**src/rtl/link_train_ctrl_if.sv**
```systemverilog
// Bus between the partition top-level and link_train_ctrl: requests and payload in,
// serializer word, aligner reset and link status out.
interface link_train_ctrl_if #(
  parameter int SERIALIZATION = 8,
  parameter int CHANNELS      = 4,
  parameter int MAX_RETRIES   = 3
);
  localparam int DW = SERIALIZATION * CHANNELS;
  localparam int RW = $clog2(MAX_RETRIES + 1);

  logic          i_start;
  logic          i_retrain;
  logic          i_slip_ready;
  logic [DW-1:0] i_tx_data;
  logic [DW-1:0] o_tx_data;
  logic          o_slip_rst;
  logic          o_tx_train;
  logic          o_link_up;
  logic          o_fail;
  logic [RW-1:0] o_retry_cnt;
  logic [2:0]    o_state;

  modport master (
    output i_start, i_retrain, i_slip_ready, i_tx_data,
    input  o_tx_data, o_slip_rst, o_tx_train, o_link_up, o_fail, o_retry_cnt, o_state
  );

  modport slave (
    input  i_start, i_retrain, i_slip_ready, i_tx_data,
    output o_tx_data, o_slip_rst, o_tx_train, o_link_up, o_fail, o_retry_cnt, o_state
  );
endinterface

```
**src/rtl/link_train_ctrl.sv**
```systemverilog
// Link-training sequencer: aligner reset, sync-pattern training, drain, link up, bounded retries.
// Optional: LINK_TRAIN_AUTO_RESTART_EN makes FAIL restart training after BACKOFF_CYCLES.
module link_train_ctrl #(
  parameter int          SERIALIZATION  = 8,
  parameter int          CHANNELS       = 4,
  parameter logic [7:0]  SYNC_PATTERN   = 8'hF0,
  parameter int          RST_CYCLES     = 4,
  parameter int          TIMEOUT_CYCLES = 256,
  parameter int          DRAIN_CYCLES   = 64,
  parameter int          MAX_RETRIES    = 3,
  parameter int          BACKOFF_CYCLES = 1024
) (
  input logic              i_clk,
  input logic              i_rst,
  link_train_ctrl_if.slave bus
);
  localparam int RW   = $clog2(MAX_RETRIES + 1);
  localparam int CM0  = (RST_CYCLES > TIMEOUT_CYCLES) ? RST_CYCLES : TIMEOUT_CYCLES;
  localparam int CM1  = (DRAIN_CYCLES > BACKOFF_CYCLES) ? DRAIN_CYCLES : BACKOFF_CYCLES;
  localparam int CMAX = (CM0 > CM1) ? CM0 : CM1;
  localparam int CW   = $clog2(CMAX + 1);
  localparam logic [SERIALIZATION-1:0] SYNC_W = SERIALIZATION'(SYNC_PATTERN);

  typedef enum logic [2:0] {
    S_IDLE       = 3'd0,
    S_RESET_SLIP = 3'd1,
    S_TRAIN      = 3'd2,
    S_DRAIN      = 3'd3,
    S_LINK_UP    = 3'd4,
    S_FAIL       = 3'd5
  } state_t;

  state_t        r_state, w_next;
  logic [CW-1:0] r_cnt;
  logic [RW-1:0] r_retry, w_retry_next;
  logic          w_attempt_fail;
  logic          w_train;
  logic [CHANNELS-1:0][SERIALIZATION-1:0] w_lane;

  always_ff @(posedge i_clk or posedge i_rst) begin
    if (i_rst) begin
      r_state <= S_IDLE;
      r_cnt   <= '0;
      r_retry <= '0;
    end else begin
      r_state <= w_next;
      r_retry <= w_retry_next;
      // cleared on every entry, saturating elsewhere so idle dwell can never wrap
      if (w_next != r_state)     r_cnt <= '0;
      else if (r_cnt != CW'(CMAX)) r_cnt <= r_cnt + 1'b1;
    end
  end

  always_comb begin
    w_next         = r_state;
    w_retry_next   = r_retry;
    w_attempt_fail = 1'b0;
    if (!bus.i_start) begin
      w_next = S_IDLE;
    end else begin
      case (r_state)
        S_IDLE: begin
          w_next       = S_RESET_SLIP;
          w_retry_next = '0;
        end
        S_RESET_SLIP: if (r_cnt == CW'(RST_CYCLES - 1)) w_next = S_TRAIN;
        S_TRAIN: begin
          if (bus.i_slip_ready)                        w_next = S_DRAIN;
          else if (r_cnt == CW'(TIMEOUT_CYCLES - 1)) w_attempt_fail = 1'b1;
        end
        S_DRAIN: begin
          if (!bus.i_slip_ready)                     w_attempt_fail = 1'b1;
          else if (r_cnt == CW'(DRAIN_CYCLES - 1))   w_next = S_LINK_UP;
        end
        S_LINK_UP: begin
          if (bus.i_retrain) begin
            w_next       = S_RESET_SLIP;
            w_retry_next = '0;
          end
        end
        S_FAIL: begin
`ifdef LINK_TRAIN_AUTO_RESTART_EN
          if (r_cnt == CW'(BACKOFF_CYCLES - 1)) begin
            w_next       = S_RESET_SLIP;
            w_retry_next = '0;
          end
`endif
        end
        default: w_next = S_IDLE;
      endcase
      if (w_attempt_fail) begin
        if (r_retry == RW'(MAX_RETRIES)) begin
          w_next = S_FAIL;
        end else begin
          w_next       = S_RESET_SLIP;
          w_retry_next = r_retry + 1'b1;
        end
      end
    end
  end

  assign w_train = (r_state == S_RESET_SLIP) || (r_state == S_TRAIN) || (r_state == S_DRAIN);

  for (genvar g = 0; g < CHANNELS; g++) begin : g_lane
    assign w_lane[g] = w_train                ? SYNC_W :
                       (r_state == S_LINK_UP) ? bus.i_tx_data[g*SERIALIZATION +: SERIALIZATION] :
                                                '0;
  end

  // status outputs are a registered decode of the state, so they trail it by one cycle
  always_ff @(posedge i_clk or posedge i_rst) begin
    if (i_rst) begin
      bus.o_state     <= 3'd0;
      bus.o_slip_rst  <= 1'b1;
      bus.o_tx_train  <= 1'b0;
      bus.o_link_up   <= 1'b0;
      bus.o_fail      <= 1'b0;
      bus.o_retry_cnt <= '0;
      bus.o_tx_data   <= '0;
    end else begin
      bus.o_state     <= r_state;
      bus.o_slip_rst  <= (r_state == S_IDLE) || (r_state == S_RESET_SLIP) || (r_state == S_FAIL);
      bus.o_tx_train  <= w_train;
      bus.o_link_up   <= (r_state == S_LINK_UP);
      bus.o_fail      <= (r_state == S_FAIL);
      bus.o_retry_cnt <= r_retry;
      bus.o_tx_data   <= w_lane;
    end
  end
endmodule

```
**src/flat_wrapper.sv**
```systemverilog
// flat-port wrapper written by rule: the top's interface ports become plain ports
module link_train_ctrl_flat 
#(
  parameter int          SERIALIZATION  = 8,
  parameter int          CHANNELS       = 4,
  parameter logic [7:0]  SYNC_PATTERN   = 8'hF0,
  parameter int          RST_CYCLES     = 4,
  parameter int          TIMEOUT_CYCLES = 256,
  parameter int          DRAIN_CYCLES   = 64,
  parameter int          MAX_RETRIES    = 3,
  parameter int          BACKOFF_CYCLES = 1024
)
  (i_clk, i_rst, bus_i_start, bus_i_retrain, bus_i_slip_ready, bus_i_tx_data, bus_o_tx_data, bus_o_slip_rst, bus_o_tx_train, bus_o_link_up, bus_o_fail, bus_o_retry_cnt, bus_o_state);
  link_train_ctrl_if #(.SERIALIZATION(SERIALIZATION), .CHANNELS(CHANNELS), .MAX_RETRIES(MAX_RETRIES)) bus_i ();
  input logic i_clk;
  input logic i_rst;
  input wire logic [$bits(bus_i.i_start)-1:0] bus_i_start;
  input wire logic [$bits(bus_i.i_retrain)-1:0] bus_i_retrain;
  input wire logic [$bits(bus_i.i_slip_ready)-1:0] bus_i_slip_ready;
  input wire logic [$bits(bus_i.i_tx_data)-1:0] bus_i_tx_data;
  output wire logic [$bits(bus_i.o_tx_data)-1:0] bus_o_tx_data;
  output wire logic [$bits(bus_i.o_slip_rst)-1:0] bus_o_slip_rst;
  output wire logic [$bits(bus_i.o_tx_train)-1:0] bus_o_tx_train;
  output wire logic [$bits(bus_i.o_link_up)-1:0] bus_o_link_up;
  output wire logic [$bits(bus_i.o_fail)-1:0] bus_o_fail;
  output wire logic [$bits(bus_i.o_retry_cnt)-1:0] bus_o_retry_cnt;
  output wire logic [$bits(bus_i.o_state)-1:0] bus_o_state;
  assign bus_i.i_start = bus_i_start;
  assign bus_i.i_retrain = bus_i_retrain;
  assign bus_i.i_slip_ready = bus_i_slip_ready;
  assign bus_i.i_tx_data = bus_i_tx_data;
  assign bus_o_tx_data = bus_i.o_tx_data;
  assign bus_o_slip_rst = bus_i.o_slip_rst;
  assign bus_o_tx_train = bus_i.o_tx_train;
  assign bus_o_link_up = bus_i.o_link_up;
  assign bus_o_fail = bus_i.o_fail;
  assign bus_o_retry_cnt = bus_i.o_retry_cnt;
  assign bus_o_state = bus_i.o_state;
  link_train_ctrl #(.SERIALIZATION(SERIALIZATION), .CHANNELS(CHANNELS), .SYNC_PATTERN(SYNC_PATTERN), .RST_CYCLES(RST_CYCLES), .TIMEOUT_CYCLES(TIMEOUT_CYCLES), .DRAIN_CYCLES(DRAIN_CYCLES), .MAX_RETRIES(MAX_RETRIES), .BACKOFF_CYCLES(BACKOFF_CYCLES)) u_core (.i_clk(i_clk), .i_rst(i_rst), .bus(bus_i));
endmodule
```
**config.mk**
```make
export PLATFORM = sky130hd
export DESIGN_NAME = link_train_ctrl_flat
export DESIGN_NICKNAME = d
export VERILOG_FILES = /design/src/rtl/link_train_ctrl_if.sv /design/src/rtl/link_train_ctrl.sv /design/src/flat_wrapper.sv
export SDC_FILE = /design/constraint.sdc
export NUM_CORES = 1
export LEC_CHECK = 0
export CAP_MARGIN = 20
export CORE_MARGIN = 2
export CORE_UTILIZATION = 42
export CTS_CLUSTER_SIZE = 28
export DETAILED_ROUTE_END_ITERATION = 10
export PLACE_DENSITY = 0.76
export RECOVER_POWER = 100
export SETUP_SLACK_MARGIN = 0.15
export SLEW_MARGIN = 15
export SYNTH_ARGS = -nofsm -noshare
export SYNTH_HDL_FRONTEND = slang
export SYNTH_SLANG_ARGS = --single-unit
export TNS_END_PERCENT = 100
```
**constraint.sdc**
```tcl
create_clock -name i_clk -period 1.8 [get_ports i_clk]
set_input_delay 0.36 -clock i_clk [delete_from_list [all_inputs] [get_ports i_clk]]
set_output_delay 0.36 -clock i_clk [all_outputs]
set_load 0.1 [all_outputs]
```
==> results.sh, run 1 <==
export IMPL_status="finished, violations left"
export IMPL_violations="setup timing"
export IMPL_hpwl_um=5250
export IMPL_grt_pass1_wl_um=11400
export IMPL_grt_max_degree=30
export IMPL_drt_pass1_iterations=4
export IMPL_wirelength_um=7380
export IMPL_whs_ns=0.434
export IMPL_layout_min_cycle_time_ns=1.99
export IMPL_place_area_um2=3980
export IMPL_worst_slack_ns=-0.192
export IMPL_syn_nets=245
export IMPL_path_class="reg2reg"
export IMPL_n_antenna_cell=0
export IMPL_io_buffers=77
export IMPL_worst_slew_pin_slew_ns=0.779
export IMPL_cp_max_fo=5
export IMPL_routed_via_density=5.48
export IMPL_max_stage_delay_ns=0.53
export IMPL_design_area_um2=3590
export IMPL_power_w=0.00566
export IMPL_fp_dieW_um=80.6
export IMPL_critPathCaptureType="flop"
export IMPL_final_cell_mix="56 x dfrtp_1, 42 x clkbuf_2, 35 x clkdlybuf4s50_1, 25 x buf_4, 19 x and3_1"
export IMPL_fmax_mhz=502
export IMPL_hold_viol=0
export IMPL_first_global_vias=2192
export IMPL_num_vias=2161
export IMPL_rows=27
export IMPL_grt_use_met1_pct=27.7
export IMPL_dieArea_um2=6500
export IMPL_syn_cell_area_um2=2470
export IMPL_initial_core_util_pct=44.2
export IMPL_final_max_slew_viol_count=0
export IMPL_mostFrequentLayoutCell="dfrtp_1"
export IMPL_slowest_stage="or4b_4"
export IMPL_globalRoute_totalOverflow=0
export IMPL_cts_buffer_depth=2
export IMPL_rsz0062_at_grt="yes"
export IMPL_synth_seq_cells=57
export IMPL_fin_crit_sh_pct=111
export IMPL_critical_path_arrival_ns=2.21
export IMPL_cts_buffers=9
export IMPL_htree_levels=3
export IMPL_power_density_nw_per_um2=1580
export IMPL_p_leak_nw=1.84
export IMPL_ys_warn_count=0
export IMPL_cts_root_buf="clkbuf_8"
export IMPL_synth_edf_count=0
export IMPL_netlist_top_cells_area="dfrtp_1 57%, a21o_1 5.5%, and3_1 4.8%, nor3_2 4.1%, xnor2_1 1.8%"
export IMPL_syn2layout_area_growth_pct=45.7
export IMPL_vdd_drop_max_uv=1100
export IMPL_antenna_found_initial=0
export IMPL_synthCells=205
export IMPL_pre_cts_slack_ns=-0.485
export IMPL_crit_path_cell_trace="ha_4 > or4b_4 > o31a_1 > nor3_4 > o21ai_2 > a22o_1"
export IMPL_drt_initial_drc_count=135
export IMPL_required_ns=2.02
export IMPL_relSlewSlack_pct=47.7
export IMPL_fillers=400
export IMPL_drc_errors=0
export IMPL_crit_family="simple AND/OR/NAND/NOR gates"
export IMPL_cts_tree="done"
export IMPL_clkTransAtPathRegs_ns=0.06
export IMPL_grt_usage_pct=23.8
export IMPL_yosys_area_top_type_share_pct=56.8
export IMPL_die_height_um=80.6
export IMPL_cts_sinks=57
export IMPL_synth_cell_types=51
export IMPL_critPathLaunchType="flop"
export IMPL_nNetsFinal=358
export IMPL_globalRouteMet2Util_pct=38.5
export IMPL_clock_latency_ns=0.34
export IMPL_ioPinCount=78
export IMPL_maxCapViolations=0
export IMPL_core_area_um2=5570
export IMPL_synth_yosys_seq_area_share_pct=57.9
export IMPL_async_reset_ff_share_pct=100
export IMPL_gp_congestion=0.951
export IMPL_top_usage_layer="met2"
export IMPL_worstHoldPathType="reg2reg"
export IMPL_antenna_left=0
export IMPL_yosys_most_used_dff="dfrtp_1"
export IMPL_met3_usage_pct=8.54
export IMPL_syn_avg_cell_area_um2=12.0
export IMPL_setup_viol_count_final=31
export IMPL_wl_per_cell_um=18.7
export IMPL_drive_gt1_share_pct=36.0
export IMPL_yosysTopAreaCell="dfrtp_1"
export IMPL_critPathBufInv=0
export IMPL_finClkSkew_ns=0.00597
[final timing paths]
kind	from	to	cells after the start	slack [ns]
hold / removal	u_core.r_retry[1]	u_core.bus.o_retry_cnt[1]	0	0.43
max in group asynchronous	i_rst	u_core.bus.o_tx_data[29]	3	0.33
hold reg to reg	u_core.r_retry[1]	u_core.bus.o_retry_cnt[1]	0	0.43
min in group asynchronous	i_rst	u_core.bus.o_state[2]	2	0.58
setup / recovery	u_core.r_cnt[1]	u_core.r_retry[0]	6	-0.19
setup reg to reg	u_core.r_cnt[1]	u_core.r_retry[0]	6	-0.19
[logic make-up (layout without fill, tap and decap cells)]
logic type / after synthesis / count (layout) / synth area share, %
AND/OR/NAND/NOR: 83 / 83 / 22.8
AO/OA/AOI/OAI: 34 / 34 / 10.5
multiplexers: 2 / 2 / 0.862
XOR/XNOR: 9 / 9 / 3.20
adder cells (fa/ha/maj): 3 / 3 / 1.52
buffers and inverters: 17 / 134 / 3.25
flip-flops: 57 / 57 / 57.9
[worst register-to-register path, cell delays in order (launching register included)]
cell     delay (ns)
dfrtp_1        0.39
ha_4           0.16
or4b_4         0.53
o31a_1         0.33
nor3_4         0.18
o21ai_2        0.10
a22o_1         0.19
[cell usage after synthesis (all sizes together) (2+ instances only)]
| library cell | instances |
|---|---|
| nand4 | 2 |
| or3b | 2 |
| clkbuf | 5 |
| ha | 3 |
| and3 | 19 |
| o21ai | 3 |
| nand2 | 5 |
| dfrtp | 56 |
| buf | 6 |
| inv | 6 |
| nor2b | 4 |
| nor4 | 6 |
| a21o | 18 |
| and4 | 3 |
| nor3 | 15 |
| nand3 | 8 |
| nor2 | 9 |
| xor2 | 4 |
| xnor2 | 5 |
| o31a | 2 |
[sequential cells by signal (all words and copies together), names as in the netlist]
signal                  count
u_core.r_retry              2
u_core.bus.o_tx_train       1
u_core.bus.o_retry_cnt      2
u_core.r_cnt               11
u_core.bus.o_slip_rst       1
u_core.bus.o_tx_data       32
u_core.bus.o_state          3
u_core.bus.o_link_up        1
u_core.r_state              3
u_core.bus.o_fail           1
[timing repair]
item | in CTS | in global routing
setup endpoints to repair | 32 | 32
gates resized for setup | 8 | 10
setup buffers | 1 | 0
pin swaps | 0 | 4
hold buffers | 0 | 0
[through the flow]
| stage | utilization [%] | setup TNS [ns] | instances |
|---|---|---|---|
| after global placement | 71.5 | -5.36 | 378 |
| after CTS | 75.2 | -2.25 | 394 |
| after floorplan | - | -1.42 | 205 |
| after detailed placement | 71.5 | -6.45 | 378 |
| final | 64.5 | -2.48 | 394 |
| after global routing | 64.5 | -4.88 | 394 |
[metal layers]
| metal | up-vias | wire, um |
|---|---|---|
| li1 | 965 | - |
| met1 | 1080 | 2900 |
| met2 | 95 | 3580 |
| met3 | 21 | 682 |
| met4 | 0 | 218 |
| met5 | - | 0 |
[cell type report]
class,instances,area (um^2),share of cell area [%]
Clock buffer,11,141,3.93
Clock inverter,4,20.0,0.557
Inverter,6,23.8,0.662
Multi-Input combinational cell,131,1050,29.2
Sequential cell,57,1430,39.7
Tap cell,72,90.1,2.51
Timing Repair Buffer,113,840,23.4
[report_power, final]
| group | total (W) | internal, W | switching, W | leakage, nW |
|---|---|---|---|---|
| clock | 0.00100 | 0.000519 | 0.000484 | 0.0887 |
| combinational | 0.00299 | 0.000638 | 0.00235 | 0.999 |
| sequential | 0.00167 | 0.00154 | 0.000130 | 0.752 |
| total | 0.00566 | 0.00270 | 0.00296 | 1.84 |
(Power assumes the default switching activity.)
==> run 2: changes to the inputs <==
--- a/config.mk
+++ b/config.mk
@@ -13,7 +13,6 @@
 export PLACE_DENSITY = 0.76
 export RECOVER_POWER = 100
 export SETUP_SLACK_MARGIN = 0.15
-export SLEW_MARGIN = 15
 export SYNTH_ARGS = -nofsm -noshare
 export SYNTH_HDL_FRONTEND = slang
 export SYNTH_SLANG_ARGS = --single-unit
==> results of run 2 <==
No change in the layout: final DEF, timing and power equal those of run 1.
